--- src/rtl/bit_mem_pkg.sv ---
// Shared definitions for the bit-serial memory bridge and its memory-side benches.
//   NBITS   : memory bits moved per byte transfer (one address per bit)
//   ADDR_W  : memory address width
//   state_t : bridge FSM states
package bit_mem_pkg;

  localparam int unsigned NBITS  = 8;
  localparam int unsigned ADDR_W = 3;

  typedef enum logic [1:0] {
    IDLE = 2'd0,
    WR   = 2'd1,
    RD   = 2'd2,
    RESP = 2'd3
  } state_t;

endpackage

--- src/rtl/bit_mem_bridge_if.sv ---
// Signal bundle for bit_mem_bridge: upstream byte write / read-back handshakes
// plus the 1-bit-wide memory write and read methods.
//   master : the bridge's view (accepts upstream requests, drives the memory)
//   slave  : the environment's view (upstream requester plus memory)
interface bit_mem_bridge_if;
  import bit_mem_pkg::*;

  // upstream write
  logic              wr_byte_valid;
  logic [NBITS-1:0]  wr_byte;
  logic              wr_byte_ready;
  // upstream read-back
  logic              rd_req_valid;
  logic              rd_req_ready;
  logic [NBITS-1:0]  rd_byte;
  logic              rd_byte_valid;
  // memory write method
  logic [ADDR_W-1:0] mem_write_address;
  logic              mem_write_data;
  logic              mem_write_en;
  logic              mem_write_rdy;
  // memory read method (data valid in the firing cycle)
  logic [ADDR_W-1:0] mem_read_address;
  logic              mem_read_en;
  logic              mem_read_data;
  logic              mem_read_rdy;

  modport master (
    input  wr_byte_valid, wr_byte, rd_req_valid,
    input  mem_write_rdy, mem_read_data, mem_read_rdy,
    output wr_byte_ready, rd_req_ready, rd_byte, rd_byte_valid,
    output mem_write_address, mem_write_data, mem_write_en,
    output mem_read_address, mem_read_en
  );

  modport slave (
    output wr_byte_valid, wr_byte, rd_req_valid,
    output mem_write_rdy, mem_read_data, mem_read_rdy,
    input  wr_byte_ready, rd_req_ready, rd_byte, rd_byte_valid,
    input  mem_write_address, mem_write_data, mem_write_en,
    input  mem_read_address, mem_read_en
  );

endinterface

--- src/rtl/bit_mem_bridge.sv ---
// Bridges byte-wide upstream requests onto a 1-bit-wide memory.
// A write scatters wr_byte bit i to address i; a read gathers address i into
// rd_byte bit i and presents it with a one-cycle rd_byte_valid pulse.
// Ports:
//   CLK  : clock, rising edge
//   RST  : synchronous active-high reset; all outputs are forced to 0 while high
//   bus  : bit_mem_bridge_if.master (upstream handshakes + memory methods)
//   busy : high whenever the FSM is not IDLE
module bit_mem_bridge #(
  parameter int unsigned NBITS  = bit_mem_pkg::NBITS,
  parameter int unsigned ADDR_W = bit_mem_pkg::ADDR_W
) (
  input  logic             CLK,
  input  logic             RST,
  bit_mem_bridge_if.master bus,
  output logic             busy
);
  import bit_mem_pkg::*;

  state_t            state_q, state_d;
  logic [ADDR_W-1:0] idx_q, idx_d;
  logic [NBITS-1:0]  byte_q;
  logic [NBITS-1:0]  gather_q, gather_next;
  logic [NBITS-1:0]  rd_byte_q;
  logic              wr_fire, rd_fire, last_bit;

  assign wr_fire  = (state_q == WR) && bus.mem_write_rdy;
  assign rd_fire  = (state_q == RD) && bus.mem_read_rdy;
  assign last_bit = (idx_q == ADDR_W'(NBITS - 1));

  // Final gathered bit is merged here so rd_byte is already updated in RESP.
  always_comb begin
    gather_next        = gather_q;
    gather_next[idx_q] = bus.mem_read_data;
  end

  always_ff @(posedge CLK) begin
    if (RST) begin
      state_q   <= IDLE;
      idx_q     <= '0;
      byte_q    <= '0;
      gather_q  <= '0;
      rd_byte_q <= '0;
    end else begin
      state_q <= state_d;
      idx_q   <= idx_d;
      if ((state_q == IDLE) && bus.wr_byte_valid) begin
        byte_q <= bus.wr_byte;
      end
      if (rd_fire) begin
        gather_q <= gather_next;
        if (last_bit) begin
          rd_byte_q <= gather_next;
        end
      end
    end
  end

  always_comb begin
    state_d = state_q;
    idx_d   = idx_q;
    unique case (state_q)
      IDLE: begin
        if (bus.wr_byte_valid) begin
          state_d = WR;
          idx_d   = '0;
        end else if (bus.rd_req_valid) begin
          state_d = RD;
          idx_d   = '0;
        end
      end
      WR: begin
        if (wr_fire) begin
          idx_d = idx_q + ADDR_W'(1);
          if (last_bit) state_d = IDLE;
        end
      end
      RD: begin
        if (rd_fire) begin
          idx_d = idx_q + ADDR_W'(1);
          if (last_bit) state_d = RESP;
        end
      end
      RESP: state_d = IDLE;
      default: begin
        state_d = IDLE;
        idx_d   = '0;
      end
    endcase
  end

  // All outputs are gated by RST so they read 0 even before the reset edge.
  always_comb begin
    busy                  = 1'b0;
    bus.wr_byte_ready     = 1'b0;
    bus.rd_req_ready      = 1'b0;
    bus.rd_byte           = '0;
    bus.rd_byte_valid     = 1'b0;
    bus.mem_write_address = '0;
    bus.mem_write_data    = 1'b0;
    bus.mem_write_en      = 1'b0;
    bus.mem_read_address  = '0;
    bus.mem_read_en       = 1'b0;
    if (!RST) begin
      busy        = (state_q != IDLE);
      bus.rd_byte = rd_byte_q;
      unique case (state_q)
        IDLE: begin
          bus.wr_byte_ready = 1'b1;
          bus.rd_req_ready  = !bus.wr_byte_valid;
        end
        WR: begin
          bus.mem_write_en      = bus.mem_write_rdy;
          bus.mem_write_address = idx_q;
          bus.mem_write_data    = byte_q[idx_q];
        end
        RD: begin
          bus.mem_read_en      = bus.mem_read_rdy;
          bus.mem_read_address = idx_q;
        end
        RESP: bus.rd_byte_valid = 1'b1;
        default: ;
      endcase
    end
  end

endmodule
--- src/flat_wrapper.sv ---
// flat-port wrapper written by rule: the top's interface ports become plain ports
module bit_mem_bridge_flat import bit_mem_pkg::*;
#(
  parameter int unsigned NBITS  = bit_mem_pkg::NBITS,
  parameter int unsigned ADDR_W = bit_mem_pkg::ADDR_W
)
  (CLK, RST, busy, bus_wr_byte_valid, bus_wr_byte, bus_rd_req_valid, bus_mem_write_rdy, bus_mem_read_data, bus_mem_read_rdy, bus_wr_byte_ready, bus_rd_req_ready, bus_rd_byte, bus_rd_byte_valid, bus_mem_write_address, bus_mem_write_data, bus_mem_write_en, bus_mem_read_address, bus_mem_read_en);
  bit_mem_bridge_if bus_i ();
  input  logic CLK;
  input  logic RST;
  output logic busy;
  input wire logic [$bits(bus_i.wr_byte_valid)-1:0] bus_wr_byte_valid;
  input wire logic [$bits(bus_i.wr_byte)-1:0] bus_wr_byte;
  input wire logic [$bits(bus_i.rd_req_valid)-1:0] bus_rd_req_valid;
  input wire logic [$bits(bus_i.mem_write_rdy)-1:0] bus_mem_write_rdy;
  input wire logic [$bits(bus_i.mem_read_data)-1:0] bus_mem_read_data;
  input wire logic [$bits(bus_i.mem_read_rdy)-1:0] bus_mem_read_rdy;
  output wire logic [$bits(bus_i.wr_byte_ready)-1:0] bus_wr_byte_ready;
  output wire logic [$bits(bus_i.rd_req_ready)-1:0] bus_rd_req_ready;
  output wire logic [$bits(bus_i.rd_byte)-1:0] bus_rd_byte;
  output wire logic [$bits(bus_i.rd_byte_valid)-1:0] bus_rd_byte_valid;
  output wire logic [$bits(bus_i.mem_write_address)-1:0] bus_mem_write_address;
  output wire logic [$bits(bus_i.mem_write_data)-1:0] bus_mem_write_data;
  output wire logic [$bits(bus_i.mem_write_en)-1:0] bus_mem_write_en;
  output wire logic [$bits(bus_i.mem_read_address)-1:0] bus_mem_read_address;
  output wire logic [$bits(bus_i.mem_read_en)-1:0] bus_mem_read_en;
  assign bus_i.wr_byte_valid = bus_wr_byte_valid;
  assign bus_i.wr_byte = bus_wr_byte;
  assign bus_i.rd_req_valid = bus_rd_req_valid;
  assign bus_i.mem_write_rdy = bus_mem_write_rdy;
  assign bus_i.mem_read_data = bus_mem_read_data;
  assign bus_i.mem_read_rdy = bus_mem_read_rdy;
  assign bus_wr_byte_ready = bus_i.wr_byte_ready;
  assign bus_rd_req_ready = bus_i.rd_req_ready;
  assign bus_rd_byte = bus_i.rd_byte;
  assign bus_rd_byte_valid = bus_i.rd_byte_valid;
  assign bus_mem_write_address = bus_i.mem_write_address;
  assign bus_mem_write_data = bus_i.mem_write_data;
  assign bus_mem_write_en = bus_i.mem_write_en;
  assign bus_mem_read_address = bus_i.mem_read_address;
  assign bus_mem_read_en = bus_i.mem_read_en;
  bit_mem_bridge #(.NBITS(NBITS), .ADDR_W(ADDR_W)) u_core (.CLK(CLK), .RST(RST), .bus(bus_i), .busy(busy));
endmodule
--- config.mk ---
export PLATFORM = sky130hd
export DESIGN_NAME = bit_mem_bridge_flat
export DESIGN_NICKNAME = d
export VERILOG_FILES = /design/src/rtl/bit_mem_pkg.sv /design/src/rtl/bit_mem_bridge_if.sv /design/src/rtl/bit_mem_bridge.sv /design/src/flat_wrapper.sv
export SDC_FILE = /design/constraint.sdc
export NUM_CORES = 1
export LEC_CHECK = 0
export CORE_UTILIZATION = 38
export CTS_CLUSTER_SIZE = 20
export DETAILED_ROUTE_END_ITERATION = 6
export PLACE_DENSITY_LB_ADDON = 0.05
export REMOVE_ABC_BUFFERS = 1
export SETUP_SLACK_MARGIN = 0.5
export SYNTH_ARGS = -nofsm -noshare
export SYNTH_HDL_FRONTEND = slang
export SYNTH_SLANG_ARGS = --single-unit
--- constraint.sdc ---
create_clock -name CLK -period 4.88 [get_ports CLK]
set_clock_uncertainty 0.15 [all_clocks]
set_input_delay 0.976 -clock CLK [delete_from_list [all_inputs] [get_ports CLK]]
set_output_delay 0.976 -clock CLK [all_outputs]
set_load 0.1 [all_outputs]
# After elaboration in Yosys (flattened, before gate mapping)
# Cells that the tools add are included.
# classes
n_addsub	1
magnitude_cmp	2
eq_ne	9
mux	35
n_reduce_logical	11
# ops
op	n
3-bit two-way mux	8
1-bit two-way mux	15
2-bit two-way mux	6
3-bit case mux with 3 select lines	1
8-bit bitwise mux	1
8-bit two-way mux	1
2-bit by 1-bit != test with 1-bit output, second input constant	4
2-bit case mux with 4 select lines	1
5-bit AND reduction	1
2-bit == test, second input constant	2
1-bit logical AND	4
3-bit by 4-bit less-than comparator with 1-bit output, second input constant	1
4-bit AND reduction	1
3-bit by 1-bit adder with 3-bit output, second input constant	1
1-bit binary-select mux with 3-bit select	1
1-bit demux with 3-bit select	1
3-bit == test, second input constant	1
3-bit by 1-bit >= comparator with 1-bit output, second input constant	1
3-bit != test, second input constant	1
3-bit nonzero test	1
2-bit by 1-bit == test with 1-bit output, second input constant	1
2-bit zero test	1
2-bit AND reduction	1
2-bit nonzero test	1
1-bit zero test	1
# totals
regBits	29
inputBits	15
output_inout_bits	21
elab_cells	63

# Depth between registers and ports, before layout
# depth
ltp_word	5
mapped_depth	7
mapped_depth_nobuf	5

# Worst setup path before layout
# OpenSTA, ideal clock, no wires.
# synth_path
path_kind	input-to-output
from	input RST
to	output bus_rd_req_ready
t_arrival_ps	3811
required_ps	3754
slack_ps	-57
path_stages	2
path_buffers	0
cell_sequence	nor2b_1 nor2b_1
# synth_between
elab_chain_cells	1
# synth_rtl
item	line	source
start, declared	flat_wrapper.sv:10	input logic RST;
1-bit two-way mux	bit_mem_bridge.sv:104	if (!RST) begin
end, declared	flat_wrapper.sv:19	output wire logic [$bits(bus_i.rd_req_ready)-1:0] bus_rd_req_ready;
# No other way between the ends.

# Worst setup path after layout
# layout_path
from	input RST
to	output bus_mem_write_data
# layout_between
elab_chain_cells	1
# layout_rtl
item	line	source
1-bit two-way mux	bit_mem_bridge.sv:104	
end, declared	flat_wrapper.sv:23	output wire logic [$bits(bus_i.mem_write_data)-1:0] bus_mem_write_data;
# No other way between the ends.

==> results by group <==
Logic synthesis
  • Register bit total from synthesis: 29
  • Synthesized area per cell: slightly above 8 um2
  • EDFF count, synth: 0
  • Yosys warnings: 0
  • Post-Syn Area: 1640 um2
  • Ys async rst share: 0%
  • Primary FF master, synth: dfxtp_1
  • Post-synthesis cell type count: 30
  • Cell count after synthesis: 198
  • Sequential fraction of the synthesis area: ~35%

Setup path
  • WP data required: 3.75 ns
  • CP arrival: approximately 2.5 ns
  • CP peak stage delay: about 0.4 ns
  • Crit path max-delay family: buffers and inverters
  • Top fanout value on the critical path: 33
  • Worst R2R Path Depth: 5
  • Buffers plus inverters on the worst setup path: 4
  • Crit path depth: 5
  • Worst path slowest cell: clkdlybuf4s50_1
  • CP Class: primary input to primary output
  • Critical path capture point type: primary output
  • Startpoint Class: primary input
  • CP Cell Sequence: clkdlybuf4s50_1 -> buf_4 -> inv_1 -> o311a_1 -> buf_12

Global route
  • Largest net degree at the start of global routing: 34
  • Vias in the first global route: between 1000 and 1500
  • GR Util All Layers: 18.2%
  • GRT overflow: 0
  • Initial antenna violation count: 0
  • First-pass GRT wire length: just over 6000 um

STA
  • Max_slew headroom: about half
  • Final period utilization: between 70% and 80%
  • Final setup vio count: 0
  • RSZ-0062 raised after global routing: false
  • Fin. max-slew vios: 0
  • Worst-margin pin slew: 0.748 ns
  • WHS: approximately 0.3 ns
  • Final Worst Setup Slack: 1.28 ns
  • Final Hold Fails: 0
  • Min cycle time layout: roughly 3.6 ns
  • Maximum clock rate: roughly 280 MHz

Route
  • 1st-pass router iterations: 4
  • Routed vias: around 1400
  • Antenna viol nets, final: 0
  • Vias per inst: ~5.2
  • Initial DRC count: 75
  • Final wirelength: roughly 3700 um
  • DRC: 0
  • WL/cell: 13.5 um

Clock network
  • TritonCTS Buffers: 5
  • CTS resizes: 0
  • CTS sink count: 29
  • Post-CTS Setup Bufs: 0
  • # H-tree levels: 2
  • TritonCTS clock tree: yes
  • Root Driver: clkbuf_8
  • Clock transition at path regs: 0.07 ns
  • Skew-Pair Late Insertion Delay: around 0.28 ns
  • CTS Buffer Depth: 2
  • # hold bufs at CTS: 0

Finish
  • # diodes: 0
  • Layout cell share with drive strength beyond 1: around 16%
  • Fin util: 50.1%
  • Most common cell after layout, fill and taps aside: dfxtp_1
  • Area Overhead vs Synth: 24.8%
  • Nets: between 200 and 250
  • Commonest cells after routing, fill and taps aside: dfxtp_1 (29), a21oi_1 (26), buf_4 (21), nand2_1 (18), nor2b_1 (16)

Die
  • Die area: ~4600 um2
  • Core Footprint: between 4000 and 5000 um2
  • Site row count: 23
  • Ports: 36
  • Starting Density: 40.1%
  • DIE WIDTH: around 68 um
  • Die Span Y: ~68 um

Placed design
  • Port Buffers: 35
  • DP Worst Slack: 1.29 ns
  • DP HPWL: 2600 um
  • Gp weighted congestion: 0.721

Outcome
  • Status: finished, final reports clean

Worst hold path
  • Worst hold stages: 2
  • Worst min path class: flip-flop to flip-flop

Job
  • Max-cap violations: 0

Power
  • P per Cell Area: around 400 nW/um2
  • Leakage: roughly 0.86 nW
  • Maximum vdd drop: 0.170 mV
==> cell usage after synthesis, types with 6 or more instances <==
cell type	number	area share, %
mux2i_1	14	8.5
ha_1	9	6.9
dfxtp_1	29	35
nor2b_1	16	6.1
clkbuf_1	9	2.1
and2_1	8	3.1
nor2_1	6	1.4
a21oi_1	26	7.9
nand2_1	18	4.1
buf_2	6	1.8
o21ai_0	13	4.0
nand3_1	10	3.1
==> metrics by stage <==
stage / setup TNS, ns / std cells / area [um2] / power [W]
6_report: 0 / 276 / 2050 / 0.000819
3_3_place_gp: 0 / 268 / 1950 / 0.000597
2_1_floorplan: -0.0575 / 182 / 1570 / 0.000526
3_5_place_dp: 0 / 268 / 1950 / 0.000606
4_1_cts: 0 / 276 / 2050 / 0.000830
5_1_grt: 0 / 276 / 2050 / 0.000870
==> worst min-delay path: cells and delay by family (launching register included) <==
family,cells,cell delay [ns]
simple gates,1,0.05
flops,1,0.31
compound gates,1,0.05
==> state kept, by name, summed over array words and instances, names as in the netlist <==
signal            count
u_core.rd_byte_q      8
u_core.idx_q          3
u_core.gather_q       8
u_core.state_q        2
u_core.byte_q         8
==> metal layers <==
layer | vias up | GRT usage [%] | wire length [um]
li1 | 742 | - | -
met1 | 654 | 22.5 | 1800
met2 | 25 | 30.6 | 1760
met3 | 4 | 4.22 | 132
met4 | 0 | 6.38 | 33
met5 | - | 0 | 0
==> cell type report <==
| cell class | count | area [um2] |
|---|---|---|
| clock buffer | 7 | 96.3 |
| sequential | 29 | 581 |
| fill | 412 | 2040 |
| inverter | 5 | 18.8 |
| tap | 50 | 62.6 |
| timing repair buffer | 36 | 318 |
| clock inverter | 1 | 5.00 |
| multi-input combinational | 148 | 966 |
==> cells by family after synthesis <==
family,Yosys count,synth area share (%)
compound gates,45,15.0
fa+ha+maj,9,6.87
buf+inv,21,5.72
flops,29,35.4
mux,17,10.8
simple gates,77,26.2
==> power breakdown <==
group	switching, W	total [W]	internal, W
registers	0.0000336	0.000296	0.000262
clock network	0.0000923	0.000220	0.000127
logic	0.000190	0.000304	0.000114
==> worst paths after layout <==
path | from | endpoint | slack (ns)
max | RST | bus_mem_write_data | 1.28
min | u_core.byte_q[0] | u_core.byte_q[0] | 0.31
max reg2reg | u_core.idx_q[0] | u_core.state_q[0] | 2.61
min reg2reg | u_core.byte_q[0] | u_core.byte_q[0] | 0.31
Power figures use the tool's default switching activity.
==> RTL change 1, RTL diff (same settings) <==
Set the package constant `ADDR_W` to 5 (it was 3).
--- a/src/rtl/bit_mem_pkg.sv
+++ b/src/rtl/bit_mem_pkg.sv
@@ -5,7 +5,7 @@
 package bit_mem_pkg;
 
   localparam int unsigned NBITS  = 8;
-  localparam int unsigned ADDR_W = 3;
+  localparam int unsigned ADDR_W = 5;
 
   typedef enum logic [1:0] {
     IDLE = 2'd0,
Ports: changed (resized bus_mem_read_address and bus_mem_write_address); port bits go from 36 to 40. The function was not compared with the original's and may differ.
==> RTL change 1 against the unedited design <==
  * The run now ends with design-rule violations left
  * Power is 10% higher
  * Sequential cell count is 2 higher
  * Cell area is 17% higher
  * Worst setup slack better by 0.0025 ns
  * Global-route usage is 1.4 points lower
  * Routed wire length is 2.4% higher
  * Area after synthesis is 8.8% higher
  * Non-clock buffer count is 5 higher
  * Via count is 9.8% higher
  * Utilization is 3.8 points higher
==> RTL change 1: results (changes against the unedited design) <==
* Worst hold slack at 0.307 ns (+0.000260 ns)
* Pleak at 0.860 nW (about the same)
* Final cell count without fillers at 306 (+11%)
* # placed instances at 298 (+11%)
* Failing checks: design-rule violations
* First-pass GRT wire length at 6.65 mm (+6.8%)
* CP peak stage delay at 0.59 ns (+0.20 ns)
* Post-synth top cells: dfxtp_1, nor2_1, nand2_1
* Final RePlAce weighted congestion at 0.787 (+9.2%)
* 1st-iter DRT viols at 57 (-24%)
* Synth warn at 0 (unchanged)
* Share of layout cells above drive strength 1 at 17.7% (+1.8 points)
* IO Port Bufs at 39 (+11%)
* CP Max Fanout at 16 (-52%)
* H-tree Lvls at 2 (unchanged)
* DRC Markers at 4 (+4)
* Wl on met1 at 1.93 mm (+7.2%)
* Dpl hpwl at 2.72 mm (+4.7%)
* Number of global-route vias before repair at 1422 (+1.7%)
* HP Class: register to register
* Clk root buf: clkbuf_8
* GRT Util Overall at 16.9% (-1.4 points)
* Largest registers: u_core.byte_q (8), u_core.gather_q (8), u_core.rd_byte_q (8)
* Register area share after synthesis at 34.8% (-0.61 points)
* Netlist cell types at 35 (+17%)
* Clk_lat worst skew at 0.28 ns (about the same)
* Syn avg cell area at 8.15 µm² (-1.7%)
* Pre-antenna DRT Iters at 6 (+2)
* Peak supply drop at 280 µV (+64%)
* WL/cell at 12.5 µm (-7.6%)
* FMAX at 278 MHz (about the same)
* Outcome: complete, but fails checks
* Met2 routed WL at 1.66 mm (-6.0%)
* Met3 wire len at 170 µm (+29%)
* ANT cells at 0 (unchanged)
* Synth top area cells: dfxtp_1, mux2i_1, nor2_1, nor2b_1, and2_1
* Largest net degree at the start of global routing at 24 (-29%)
* Vias per cell at 5.11 (-0.94%)
* CTS Buf Count at 5 (unchanged)
* Max_slew headroom at 47.0% (-3.0 points)
* Layout Nets at 274 (+10%)
* Worst R2R Setup Slack at 2.49 ns (-0.12 ns)
-- RTL change 1: power by group --
part | internal (W) | total, W | switching, W
sequential | 0.000276 | 0.000298 | 0.0000219
clock | 0.000129 | 0.000224 | 0.0000958
combinational | 0.000133 | 0.000379 | 0.000245
-- RTL change 1: layer usage --
layer	vias up	GRT usage [%]
met3	9	3.75
met4	0	6.80
li1	823	-
met5	-	0
met2	36	27.0
met1	697	22.0
-- RTL change 1: cell type report --
type                            count  area [µm²]
Fill cell                         429        2050
Multi-Input combinational cell    171        1080
Sequential cell                    31         621
Timing Repair Buffer               41         518
Clock buffer                        8         100
Tap cell                           52        65.1
Inverter                            3        11.3
-- RTL change 1: stage by stage --
step,area (µm²),worst slack [ns],power (W)
floorplan,1710,-0.0575,0.000578
global placement,2300,1.30,0.000683
detailed placement,2300,1.31,0.000681
CTS,2400,1.28,0.000906
global route,2400,1.16,0.000958
finish,2400,1.28,0.000901
-- RTL change 1: worst paths after layout --
path,startpoint,depth (start not counted),to
worst max-delay path,RST,5,bus_rd_req_ready
worst min-delay path,u_core.byte_q[4]$_SDFFE_PP0P_,2,u_core.byte_q[4]$_SDFFE_PP0P_
worst max register to register,u_core.idx_q[1]$_SDFFE_PP0P_,5,u_core.rd_byte_q[5]$_SDFFE_PP0P_
worst min register to register,u_core.byte_q[4]$_SDFFE_PP0P_,2,u_core.byte_q[4]$_SDFFE_PP0P_
-- RTL change 1: tightest hold or removal path, stage by stage (launching register included) --
cell     delay (ns)
dfxtp_1        0.31
nand2_1        0.05
a21oi_1        0.05
-- RTL change 1: cells by family (layout without fill, tap and decap cells) --
kind of cell               Yosys count  in the layout  synth area share (%)
muxes                               15             15                  9.96
AOI/OAI and AO/OA                   34             34                  11.4
and+or+nand+nor                    116            116                  35.1
DFF                                 31             31                  34.8
buffers and inverters               17             52                  4.56
adders and majority gates            6              6                  4.21
==> RTL change 2, RTL diff (same flow settings) <==
Made on the original files. The 4 states of `state_t` get a one-hot encoding in 4 bits.
--- a/src/rtl/bit_mem_pkg.sv
+++ b/src/rtl/bit_mem_pkg.sv
@@ -7,11 +7,11 @@
   localparam int unsigned NBITS  = 8;
   localparam int unsigned ADDR_W = 3;
 
-  typedef enum logic [1:0] {
-    IDLE = 2'd0,
-    WR   = 2'd1,
-    RD   = 2'd2,
-    RESP = 2'd3
+  typedef enum logic [3:0] {
+    IDLE = 4'b0001,
+    WR   = 4'b0010,
+    RD   = 4'b0100,
+    RESP = 4'b1000
   } state_t;
 
 endpackage
Function: same outputs for any inputs over 10 cycles, from zero or initial values and one cycle with RST high; not proved beyond that.
==> RTL change 2 against the unedited design <==
  * Power shrank 4.1%
  * Sequential share of layout area shrank 0.16 points
  * Routed wire length up 3.6%
  * Cell area is 7.5% higher
  * Highest routed layer unchanged
  * Register-to-register slack got worse by 0.11 ns
  * Critical path depth is 1 lower
  * Worst setup slack got worse by 0.060 ns
  * Sequential cell count grew 2
  * Area after synthesis is 5.0% higher
==> RTL change 2: results (changes against the unedited design) <==
* Inverters at 0 (-5)
* Comb power frac at 35.1% (-2.0 points)
* Clk_lat worst skew at 0.28 ns (about the same)
* Peak supply drop at 146 µV (-14%)
* Nonclk buf count at 39 (+8.3%)
* Adder-cell share of the synthesized area at 1.45% (-5.4 points)
* DIE WIDTH at 69.3 µm (+2.4%)
* Internal at 0.000486 W (-3.5%)
* Worst-Margin Slew at 0.705 ns (-0.0430 ns)
* Worst R2R Setup Slack at 2.50 ns (-0.11 ns)
* Worst hold slack at 0.304 ns (-0.00351 ns)
* # placed instances at 275 (+2.6%)
* Dpl hpwl at 2.65 mm (+2.0%)
* RR Endpoint: u_core.rd_byte_q[3]$_SDFFE_PP0P_
* Sequential cell area share at 28.2% (-0.16 points)
* Hold Crit Endpoint: u_core.byte_q[3]$_SDFFE_PP0P_
* Antenna violations before repair at 0 (unchanged)
* Clock buffers at 7 (unchanged)
* CP Max Fanout at 18 (-45%)
* CP peak stage delay at 0.73 ns (+0.34 ns)
* Number of global-route vias before repair at 1524 (+9.0%)
* 1st-iter DRT viols at 73 (-2.7%)
* CP top delay family: buffers and inverters
* Synth top area cells: dfxtp_1, mux2i_1, nor2b_1, nand2_1, nand3_1
* Share of layout cells above drive strength 1 at 16.9% (+0.95 points)
* Multi-input gate area at 993 µm² (+2.8%)
* Layout Nets at 247 (-0.80%)
* Post-synthesis compound-gate area fraction at 9.80% (-5.2 points)
* Min-delay src: u_core.byte_q[3]$_SDFFE_PP0P_
* Vias per cell at 5.33 (+3.1%)
* Post-DP Area at 2120 µm² (+8.9%)
* Fillers at 434 (+5.3%)
* Post-synth top cells: dfxtp_1, nand2_1, nor2_1
* Non-clock buffering overhead at 20.0% (+4.5 points)
* Outcome: finished clean
* Cell area after layout at 2200 µm² (+7.5%)
* Clk sinks at 31 (+6.9%)
* Mux contribution to synthesized area at 12.5% (+1.7 points)
* Xor and xnor area share after synthesis at 1.02% (+1.0 points)
* Pleak at 0.840 nW (-2.4%)
* Switching fraction of total power at 38.1% (-0.38 points)
* ClkCell Share at 3.70% (-1.3 points)
* HP Class: register to register
* Post-synth ARST share at 0% (unchanged)
* WL final at 3.86 mm (+3.6%)
* Cells after Synth at 204 (+3.0%)
* WL/cell at 13.7 µm (+1.1%)
* GRT Util Overall at 17.3% (-0.91 points)
* Largest net degree at the start of global routing at 21 (-38%)
* Critical path data arrival time at 2.54 ns (+0.06 ns)
* First-pass GRT wire length at 6.80 mm (+9.2%)
* Multi-In Gates at 153 (+3.4%)
* Clk. pwr at 0.000190 W (-14%)
* Netlist cell types at 35 (+17%)
* Dpl ws at 1.21 ns (-0.0827 ns)
* Register area share after synthesis at 36.0% (+0.63 points)
* Final RePlAce weighted congestion at 0.701 (-2.8%)
[RTL change 2: worst max-delay path by stage]
stage,end,slack (ns),cells past startpoint
4_1_cts,bus_mem_write_data,1.19,4
3_5_place_dp,bus_mem_write_data,1.21,4
5_1_grt,bus_mem_write_data,1.06,4
3_3_place_gp,bus_mem_write_data,1.24,4
2_1_floorplan,bus_rd_req_ready,-0.36,3
6_report,bus_mem_write_data,1.22,4
[RTL change 2: layer usage]
metal / track usage, % / vias to the layer above / wire length [µm]
li1: - / 758 / -
met1: 21.8 / 709 / 1820
met2: 29.0 / 31 / 1860
met3: 4.07 / 9 / 134
met4: 5.67 / 0 / 48
met5: 0 / - / 0
[RTL change 2: kinds of logic (layout without fill, tap and decap cells)]
family / Yosys count / count (layout)
AO/OA/AOI/OAI: 24 / 24
AND/OR/NAND/NOR: 106 / 106
buffers and inverters: 20 / 47
XOR/XNOR: 2 / 2
multiplexers: 19 / 19
adder cells (fa/ha/maj): 2 / 2
flip-flops: 31 / 31
